File: src/rtl/softmax_row_scheduler.sv
// softmax_row_scheduler
// Streams a job of ELEMS-element rows out of a single-port row BRAM.
// Each row is assembled into a parallel register bank and handed to the
// softmax datapath over a valid/ready handshake.
// Optional feature macro: ROW_MAX_TRACK_EN adds o_row_max, the running
// signed maximum of the presented row.
module softmax_row_scheduler #(
   parameter int ELEMS    = 32,
   parameter int DATA_W   = 16,
   parameter int ADDR_W   = 10,
   parameter int ROW_W    = 5,
   parameter int READ_LAT = 1
) (
   input  logic                           i_clk,
   input  logic                           i_rst,
   input  logic                           i_start,
   input  logic [ADDR_W-1:0]              i_base_addr,
   input  logic [ROW_W-1:0]               i_num_rows,
   output logic                           o_bram_en,
   output logic [ADDR_W-1:0]              o_bram_addr,
   input  logic signed [DATA_W-1:0]       i_bram_data,
   output logic [ELEMS-1:0][DATA_W-1:0]   o_row,
   output logic [ROW_W-1:0]               o_row_idx,
   output logic                           o_row_valid,
   input  logic                           i_row_ready,
   output logic                           o_busy,
`ifdef ROW_MAX_TRACK_EN
   output logic signed [DATA_W-1:0]       o_row_max,
`endif
   output logic                           o_done
);

   localparam int K_W = (ELEMS > 1) ? $clog2(ELEMS) : 1;
   localparam int D_W = (READ_LAT > 1) ? $clog2(READ_LAT) : 1;

   typedef enum logic [2:0] {
      S_IDLE,
      S_FETCH,
      S_DRAIN,
      S_PRESENT,
      S_DONE
   } state_t;

   state_t              r_state;
   state_t              w_next;

   logic [ADDR_W-1:0]   r_base;
   logic [ROW_W-1:0]    r_count;
   logic [ROW_W-1:0]    r_row;
   logic [K_W-1:0]      r_k;
   logic [D_W-1:0]      r_drain;

   logic                r_cap_en [READ_LAT];
   logic [K_W-1:0]      r_cap_k  [READ_LAT];

   logic                w_last_k;
   logic                w_drain_end;
   logic                w_xfer;
   logic                w_last_row;
   logic [ADDR_W-1:0]   w_addr;
   logic                w_cap_en;
   logic [K_W-1:0]      w_cap_k;

`ifdef ROW_MAX_TRACK_EN
   // Signed maximum of two elements.
   function automatic logic signed [DATA_W-1:0] f_smax(
      input logic signed [DATA_W-1:0] a,
      input logic signed [DATA_W-1:0] b
   );
      return (a > b) ? a : b;
   endfunction
`endif

   assign w_last_k    = (r_k == K_W'(ELEMS - 1));
   assign w_drain_end = (r_drain == D_W'(READ_LAT - 1));
   assign w_xfer      = (r_state == S_PRESENT) && i_row_ready;
   assign w_last_row  = (({1'b0, r_row} + (ROW_W + 1)'(1)) == {1'b0, r_count});
   // Row offset is row*ELEMS; ELEMS is a power of two so it is a shift.
   // Address arithmetic wraps modulo 2^ADDR_W by truncation.
   assign w_addr      = r_base + ADDR_W'({r_row, {K_W{1'b0}}}) + ADDR_W'(r_k);
   assign w_cap_en    = r_cap_en[READ_LAT-1];
   assign w_cap_k     = r_cap_k[READ_LAT-1];
   assign o_row_idx   = r_row;

   // State register.
   always_ff @(posedge i_clk or posedge i_rst) begin
      if (i_rst) begin
         r_state <= S_IDLE;
      end else begin
         r_state <= w_next;
      end
   end

   // Next-state decode and state-derived outputs.
   always_comb begin
      w_next      = r_state;
      o_bram_en   = 1'b0;
      o_bram_addr = '0;
      o_row_valid = 1'b0;
      o_done      = 1'b0;
      o_busy      = (r_state != S_IDLE);
      case (r_state)
         S_IDLE: begin
            if (i_start) begin
               w_next = (i_num_rows == '0) ? S_DONE : S_FETCH;
            end
         end
         S_FETCH: begin
            o_bram_en   = 1'b1;
            o_bram_addr = w_addr;
            if (w_last_k) begin
               w_next = S_DRAIN;
            end
         end
         S_DRAIN: begin
            if (w_drain_end) begin
               w_next = S_PRESENT;
            end
         end
         S_PRESENT: begin
            o_row_valid = 1'b1;
            if (w_xfer) begin
               w_next = w_last_row ? S_DONE : S_FETCH;
            end
         end
         S_DONE: begin
            o_done = 1'b1;
            w_next = S_IDLE;
         end
         default: begin
            w_next = S_IDLE;
         end
      endcase
   end

   // Job parameters, row counter, element counter and drain counter.
   always_ff @(posedge i_clk or posedge i_rst) begin
      if (i_rst) begin
         r_base  <= '0;
         r_count <= '0;
         r_row   <= '0;
         r_k     <= '0;
         r_drain <= '0;
      end else begin
         case (r_state)
            S_IDLE: begin
               if (i_start) begin
                  r_base  <= i_base_addr;
                  r_count <= i_num_rows;
                  r_row   <= '0;
                  r_k     <= '0;
                  r_drain <= '0;
               end
            end
            S_FETCH: begin
               // Wraps back to 0 after the last element (ELEMS is 2^K_W).
               r_k     <= r_k + K_W'(1);
               r_drain <= '0;
            end
            S_DRAIN: begin
               r_drain <= w_drain_end ? '0 : r_drain + D_W'(1);
            end
            S_PRESENT: begin
               if (w_xfer && !w_last_row) begin
                  r_row <= r_row + ROW_W'(1);
               end
            end
            default: begin
            end
         endcase
      end
   end

   // Capture pipeline: delays (enable, element index) by the BRAM latency.
   always_ff @(posedge i_clk or posedge i_rst) begin
      if (i_rst) begin
         for (int i = 0; i < READ_LAT; i++) begin
            r_cap_en[i] <= 1'b0;
            r_cap_k[i]  <= '0;
         end
      end else begin
         r_cap_en[0] <= (r_state == S_FETCH);
         r_cap_k[0]  <= r_k;
         for (int i = 1; i < READ_LAT; i++) begin
            r_cap_en[i] <= r_cap_en[i-1];
            r_cap_k[i]  <= r_cap_k[i-1];
         end
      end
   end

   // Row register bank: returning BRAM word lands in its element slot.
   always_ff @(posedge i_clk or posedge i_rst) begin
      if (i_rst) begin
         o_row <= '0;
      end else if (w_cap_en) begin
         o_row[w_cap_k] <= i_bram_data;
      end
   end

`ifdef ROW_MAX_TRACK_EN
   // Running row maximum: element 0 seeds it, later elements raise it.
   always_ff @(posedge i_clk or posedge i_rst) begin
      if (i_rst) begin
         o_row_max <= '0;
      end else if (w_cap_en) begin
         if (w_cap_k == '0) begin
            o_row_max <= i_bram_data;
         end else begin
            o_row_max <= f_smax(o_row_max, i_bram_data);
         end
      end
   end
`endif

endmodule
File: config.mk
export PLATFORM = sky130hd
export DESIGN_NAME = softmax_row_scheduler
export DESIGN_NICKNAME = d
export VERILOG_FILES = /design/src/rtl/softmax_row_scheduler.sv
export SDC_FILE = /design/constraint.sdc
export NUM_CORES = 1
export LEC_CHECK = 0
export BUFFER_PORTS_ARGS = -buffer_cell sky130_fd_sc_hd__buf_2
export CORE_AREA = 2 2 218 220
export CTS_CLUSTER_DIAMETER = 80
export DETAILED_ROUTE_END_ITERATION = 7
export DIE_AREA = 0 0 220 222
export PLACE_DENSITY = 0.79
export SETUP_SLACK_MARGIN = 0.02
export SYNTH_ARGS = -nofsm -noshare
export SYNTH_HDL_FRONTEND = slang
export SYNTH_SLANG_ARGS = --single-unit
File: constraint.sdc
create_clock -name i_clk -period 43.3 [get_ports i_clk]
set_input_delay 8.66 -clock i_clk [delete_from_list [all_inputs] [get_ports i_clk]]
set_output_delay 8.66 -clock i_clk [all_outputs]
set_load 0.05 [all_outputs]
### Word level (Yosys, flattened, before mapping)

Cells that the tools add are included.

* register bits: 547
* input bits: 35
* logic and storage cells: 95

* add/subtract/negate cells: 6
* magnitude comparators: 2
* equality and inequality tests: 11
* multiplexer cells: 21
* reductions and logical operators: 15

Operator list (count)
* $bwmux W512: 1
* $demux W16 S5: 1
* $pmux W5 S2: 2
* $mux W3: 6
* $mux W16: 1
* $pmux W3 S4: 1
* $add A10 B10 Y10: 1
* $add A10 B5 Y10: 1
* $add A5 B1 Y5 const B: 2
* $mux W10: 1
* $mux W5: 2
* $ne A2 B2 Y1 const B: 4
* $add A5 B1 Y6 const B: 1
* $eq A3 B2 Y1 const B: 2
* $eq A6 B5 Y1: 1
* $lt A5 B6 Y1 const B: 1
* $reduce_and A2 Y1: 3
* $reduce_bool A3 Y1: 2
* $eq A5 B5 Y1 const B: 1
* $ge A5 B1 Y1 const B: 1
* $logic_not A5 Y1: 1
* $mux W1: 5
* $reduce_and A4 Y1: 1
* $reduce_bool A2 Y1: 2
* 9 further kinds: 11

### Depth between registers and ports, before layout

* word-level depth: 6
* depth in mapped cells: 9

### Worst setup path before layout

No wires, ideal clock.

* path kind: reg-to-output
* from: register r_row[1], in the netlist o_row_idx[1]
* to: output port o_bram_addr[9]
* arrival: 2.431 ns
* setup slack: 32.209 ns
* cell stages (with the launch flop): 7
* path buffers: 0
* cells stage by stage: dfrtp_1 ha_1 a21o_1 o32a_1 a31oi_1 xnor2_1 nor2_1

* longest elaborated chain between the ends: 3

RTL lines
* start: declaration: line 49 `logic [ROW_W-1:0] r_row;`
* start signal: assignment: line 165 `r_row <= r_row + ROW_W'(1);`
* $add A10 B10 Y10: line 80 `assign w_addr = r_base + ADDR_W'({r_row, {K_W{1'b0}}}) + ADDR_W'(r_k);`
* $add A10 B5 Y10: line 80
* $mux W10: line 102 `case (r_state)`
* end: declaration: line 20 `output logic [ADDR_W-1:0] o_bram_addr,`

No other way between the ends.

### Worst setup path in the final report

* from: register r_k[0]
* to: output port o_bram_addr[8]

* longest elaborated chain between the ends: 2

RTL lines
* start: declaration: line 50 `logic [K_W-1:0] r_k;`
* start signal: assignment: line 157 `r_k <= r_k + K_W'(1);`
* $add A10 B5 Y10: line 80
* $mux W10: line 102

No other way between the ends.

==> flow_metrics.py <==
metrics = {
    "synthesis": {
        "syn-cell-area_um2": 21200,
        "syn_nets": 1401,
        "synth_area_leader_cell": "dfrtp_1",
        "synth_edf_count": 0,
        "synth_warnings": 0,
        "seq_area_frac_synth": 0.645,
        "yosysTopAreaCellShare": 0.645,
        "async_flop_share": 1.00,
        "synthTopCellsByArea": "dfrtp_1 (65%), mux2_1 (25%), mux2_2 (2.9%), clkbuf_1 (1.3%), ha_1 (0.71%)",
        "avgSynthCellArea_um2": 15.6,
        "synth_cell_types": 49,
        "synth_ff_type": "dfrtp_1",
        "synthCells": 1353,
        "yosys-top-cells-count": "dfrtp_1 (546), mux2_1 (474), clkbuf_1 (74)",
        "synth_seq_cells": 546,
        "synth.most_common_cell": "dfrtp_1",
    },
    "layout": {
        "drive_gt1_frac": 0.384,
        "layout-area-overhead-vs-synth_pct": 24.9,
        "seq_area_um2": 13700,
        "fillers": 3622,
        "multi_input_area_um2": 7120,
        "nNetsFinal": 1942,
        "layout.cells.non_filler": 2547,
    },
    "worst_setup_path": {
        "timing.rr.start": "r_cap_k[1]$_DFF_PP0_",
        "r2r_slack_ns": 40.86,
        "startpoint": "r_k[0]$_DFFE_PP0P_",
        "crit_end": "o_bram_addr[8]",
        "r2r-end": "o_row[0]$_DFFE_PP0P_",
        "cp_cell_sequence": "ha_1 > inv_1 > fa_1 > nor2b_1 > o21ai_0 > a21o_1 > a31oi_1 > xnor2_1 > nor2_1 > buf_2",
        "worstPathArrival_ns": 2.88,
        "cp_slowest_cell": "dfrtp_1",
        "start_kind": "flip-flop",
        "cp_max_fo": 6,
        "critPathKind": "reg2out",
        "cp_slowest_stage_delay_ns": 0.44,
        "end_kind": "primary output",
        "cp.required_ns": 34.64,
        "reg2reg_depth": 3,
    },
    "timing": {
        "finClkSkew_ns": 0.0215,
        "max_slew_margin": 0.246,
        "setup_tns_ns": 0,
        "worst_pin_slew_ns": 1.13,
        "setup_violations": 0,
        "finalCritPeriodShare": 0.267,
        "finalMaxSlewViolations": 0,
        "finalHoldViolCount": 0,
        "max_freq_mhz": 86.6,
        "fin_crit_ns": 11.54,
        "rsz0062_at_grt": "no",
    },
    "clock_tree": {
        "root_buffer": "clkbuf_16",
        "clkSlewWorstSetupHoldPaths_ns": 0.06,
        "cts_max_path_buffers": 3,
        "insertion_delay_ns": 0.60,
        "cts_buffers": 55,
        "postCtsHoldBufs": 0,
        "cts-resized-gates": 0,
        "clkSinkCount": 546,
        "cts-htree-levels": 2,
        "post-cts-setup-buffers": 0,
        "cts_tree": "done",
    },
    "placement": {
        "placed_cells_incl_taps": 2444,
        "gp_congestion": 0.860,
        "hpwl_um": 41700,
        "io_buffers": 565,
    },
    "run_status": {
        "outcome": "completed",
    },
    "global_route": {
        "grt_overflow": 0,
        "track_usage": 0.245,
        "antenna_found_initial": 0,
        "grt_max_degree": 87,
        "grt_pass1_vias": 14300,
        "grt_pass1_wl_um": 89700,
    },
    "floorplan": {
        "dieArea_um2": 48800,
        "core-area_um2": 46300,
        "die-width_um": 220,
        "start_util": 0.458,
        "dieHeight_um": 222,
        "io_pins": 566,
        "row_count": 79,
    },
    "route": {
        "post_drt_via_cell_ratio": 5.37,
        "antenna_left": 0,
        "dr_total_vias": 13700,
        "wire_per_inst_um": 23.7,
        "dr.pass1.iters": 4,
        "drc_errors": 0,
        "drt_iter0_drc": 756,
        "wirelength_um": 60300,
    },
    "flow_run": {
        "cap_violations": 0,
    },
    "hold_path": {
        "hold_class": "reg2reg",
    },
}
-- through the flow --
step | hold slack [ns] | setup slack, ns | util | instance area (µm²)
global placement | 0.452 | 32.07 | 0.530 | 24500
CTS | 0.482 | 31.75 | 0.572 | 26400
detailed placement | 0.465 | 32.02 | 0.530 | 24500
floorplan | 0.403 | 19.38 | - | 21200
global route | 0.491 | 31.47 | 0.572 | 26400
finish | 0.479 | 31.76 | 0.572 | 26400
-- placed cells by master, fill, tap and decap left out, types with 6 or more instances in the layout --
| cell | instances |
|---|---|
| a21oi_1 | 6 |
| buf_2 | 565 |
| buf_4 | 13 |
| bufinv_16 | 6 |
| clkbuf_1 | 13 |
| clkbuf_16 | 56 |
| clkbuf_8 | 14 |
| dfrtp_1 | 546 |
| ha_1 | 12 |
| inv_1 | 8 |
| mux2_1 | 474 |
| mux2_2 | 54 |
| nand2_1 | 36 |
| nand3_1 | 10 |
| nor2_1 | 12 |
| nor2_2 | 13 |
| nor3_1 | 7 |
| nor3b_1 | 6 |
| xnor2_1 | 9 |
-- sequential cells by signal, summed over array words and instances, names as in the netlist --
| signal | count |
|---|---|
| o_row | 512 |
| r_state | 3 |
| r_k | 5 |
| r_cap_en | 1 |
| o_row_idx | 5 |
| r_cap_k | 5 |
| r_count | 5 |
| r_base | 10 |
-- per-layer routing --
metal / GRT usage / routed length, µm / up-vias
li1: - / - / 5839
met4: 0.0751 / 1750 / 0
met3: 0.0664 / 4830 / 114
met5: 0 / 0 / -
met1: 0.312 / 24600 / 7181
met2: 0.406 / 29100 / 535
-- how the worst min path moves through the flow --
| stage | start | to | slack, ns | depth (start not counted) |
|---|---|---|---|---|
| 2_1_floorplan | r_k[4]$_DFFE_PP0P_ | r_cap_k[4]$_DFF_PP0_ | 0.40 | 0 |
| 6_report | o_row[368]$_DFFE_PP0P_ | o_row[368]$_DFFE_PP0P_ | 0.48 | 1 |
| 3_5_place_dp | r_k[4]$_DFFE_PP0P_ | r_cap_k[4]$_DFF_PP0_ | 0.46 | 0 |
| 3_3_place_gp | r_k[4]$_DFFE_PP0P_ | r_cap_k[4]$_DFF_PP0_ | 0.45 | 0 |
| 4_1_cts | o_row[359]$_DFFE_PP0P_ | o_row[359]$_DFFE_PP0P_ | 0.48 | 1 |
| 5_1_grt | o_row[22]$_DFFE_PP0P_ | o_row[22]$_DFFE_PP0P_ | 0.49 | 1 |
-- worst max-delay path: cells and delay by family (launching register included) --
family,cells,cell delay [ns]
adder cells (fa/ha/maj),2,0.59
XOR/XNOR,1,0.11
AO/OA/AOI/OAI,3,0.55
AND/OR/NAND/NOR,2,0.26
buffers and inverters,2,0.34
flip-flops,1,0.44
-- cells by family (layout without fill, tap and decap cells) --
logic type | Yosys count | count (layout) | share of synthesized area
AOI/OAI and AO/OA | 36 | 36 | 0.0137
xor gates and xnor gates | 13 | 13 | 0.00538
adders and majority gates | 13 | 13 | 0.00804
buffers and inverters | 104 | 689 | 0.0196
DFF | 546 | 546 | 0.645
muxes | 528 | 528 | 0.281
other | 0 | 2 | 0
and+or+nand+nor | 113 | 113 | 0.0272
-- layout make-up --
class,count,area share
Clock inverter,18,0.0106
Multi-Input combinational cell,703,0.269
Inverter,10,0.00170
Clock buffer,83,0.0621
Timing Repair Buffer,578,0.111
Antenna cell,2,0.000189
Tap cell,607,0.0287
Sequential cell,546,0.517
Power is left out: the tool's default activity adds up to more than one toggle a clock period on the data nets, which glitch-free logic cannot reach.
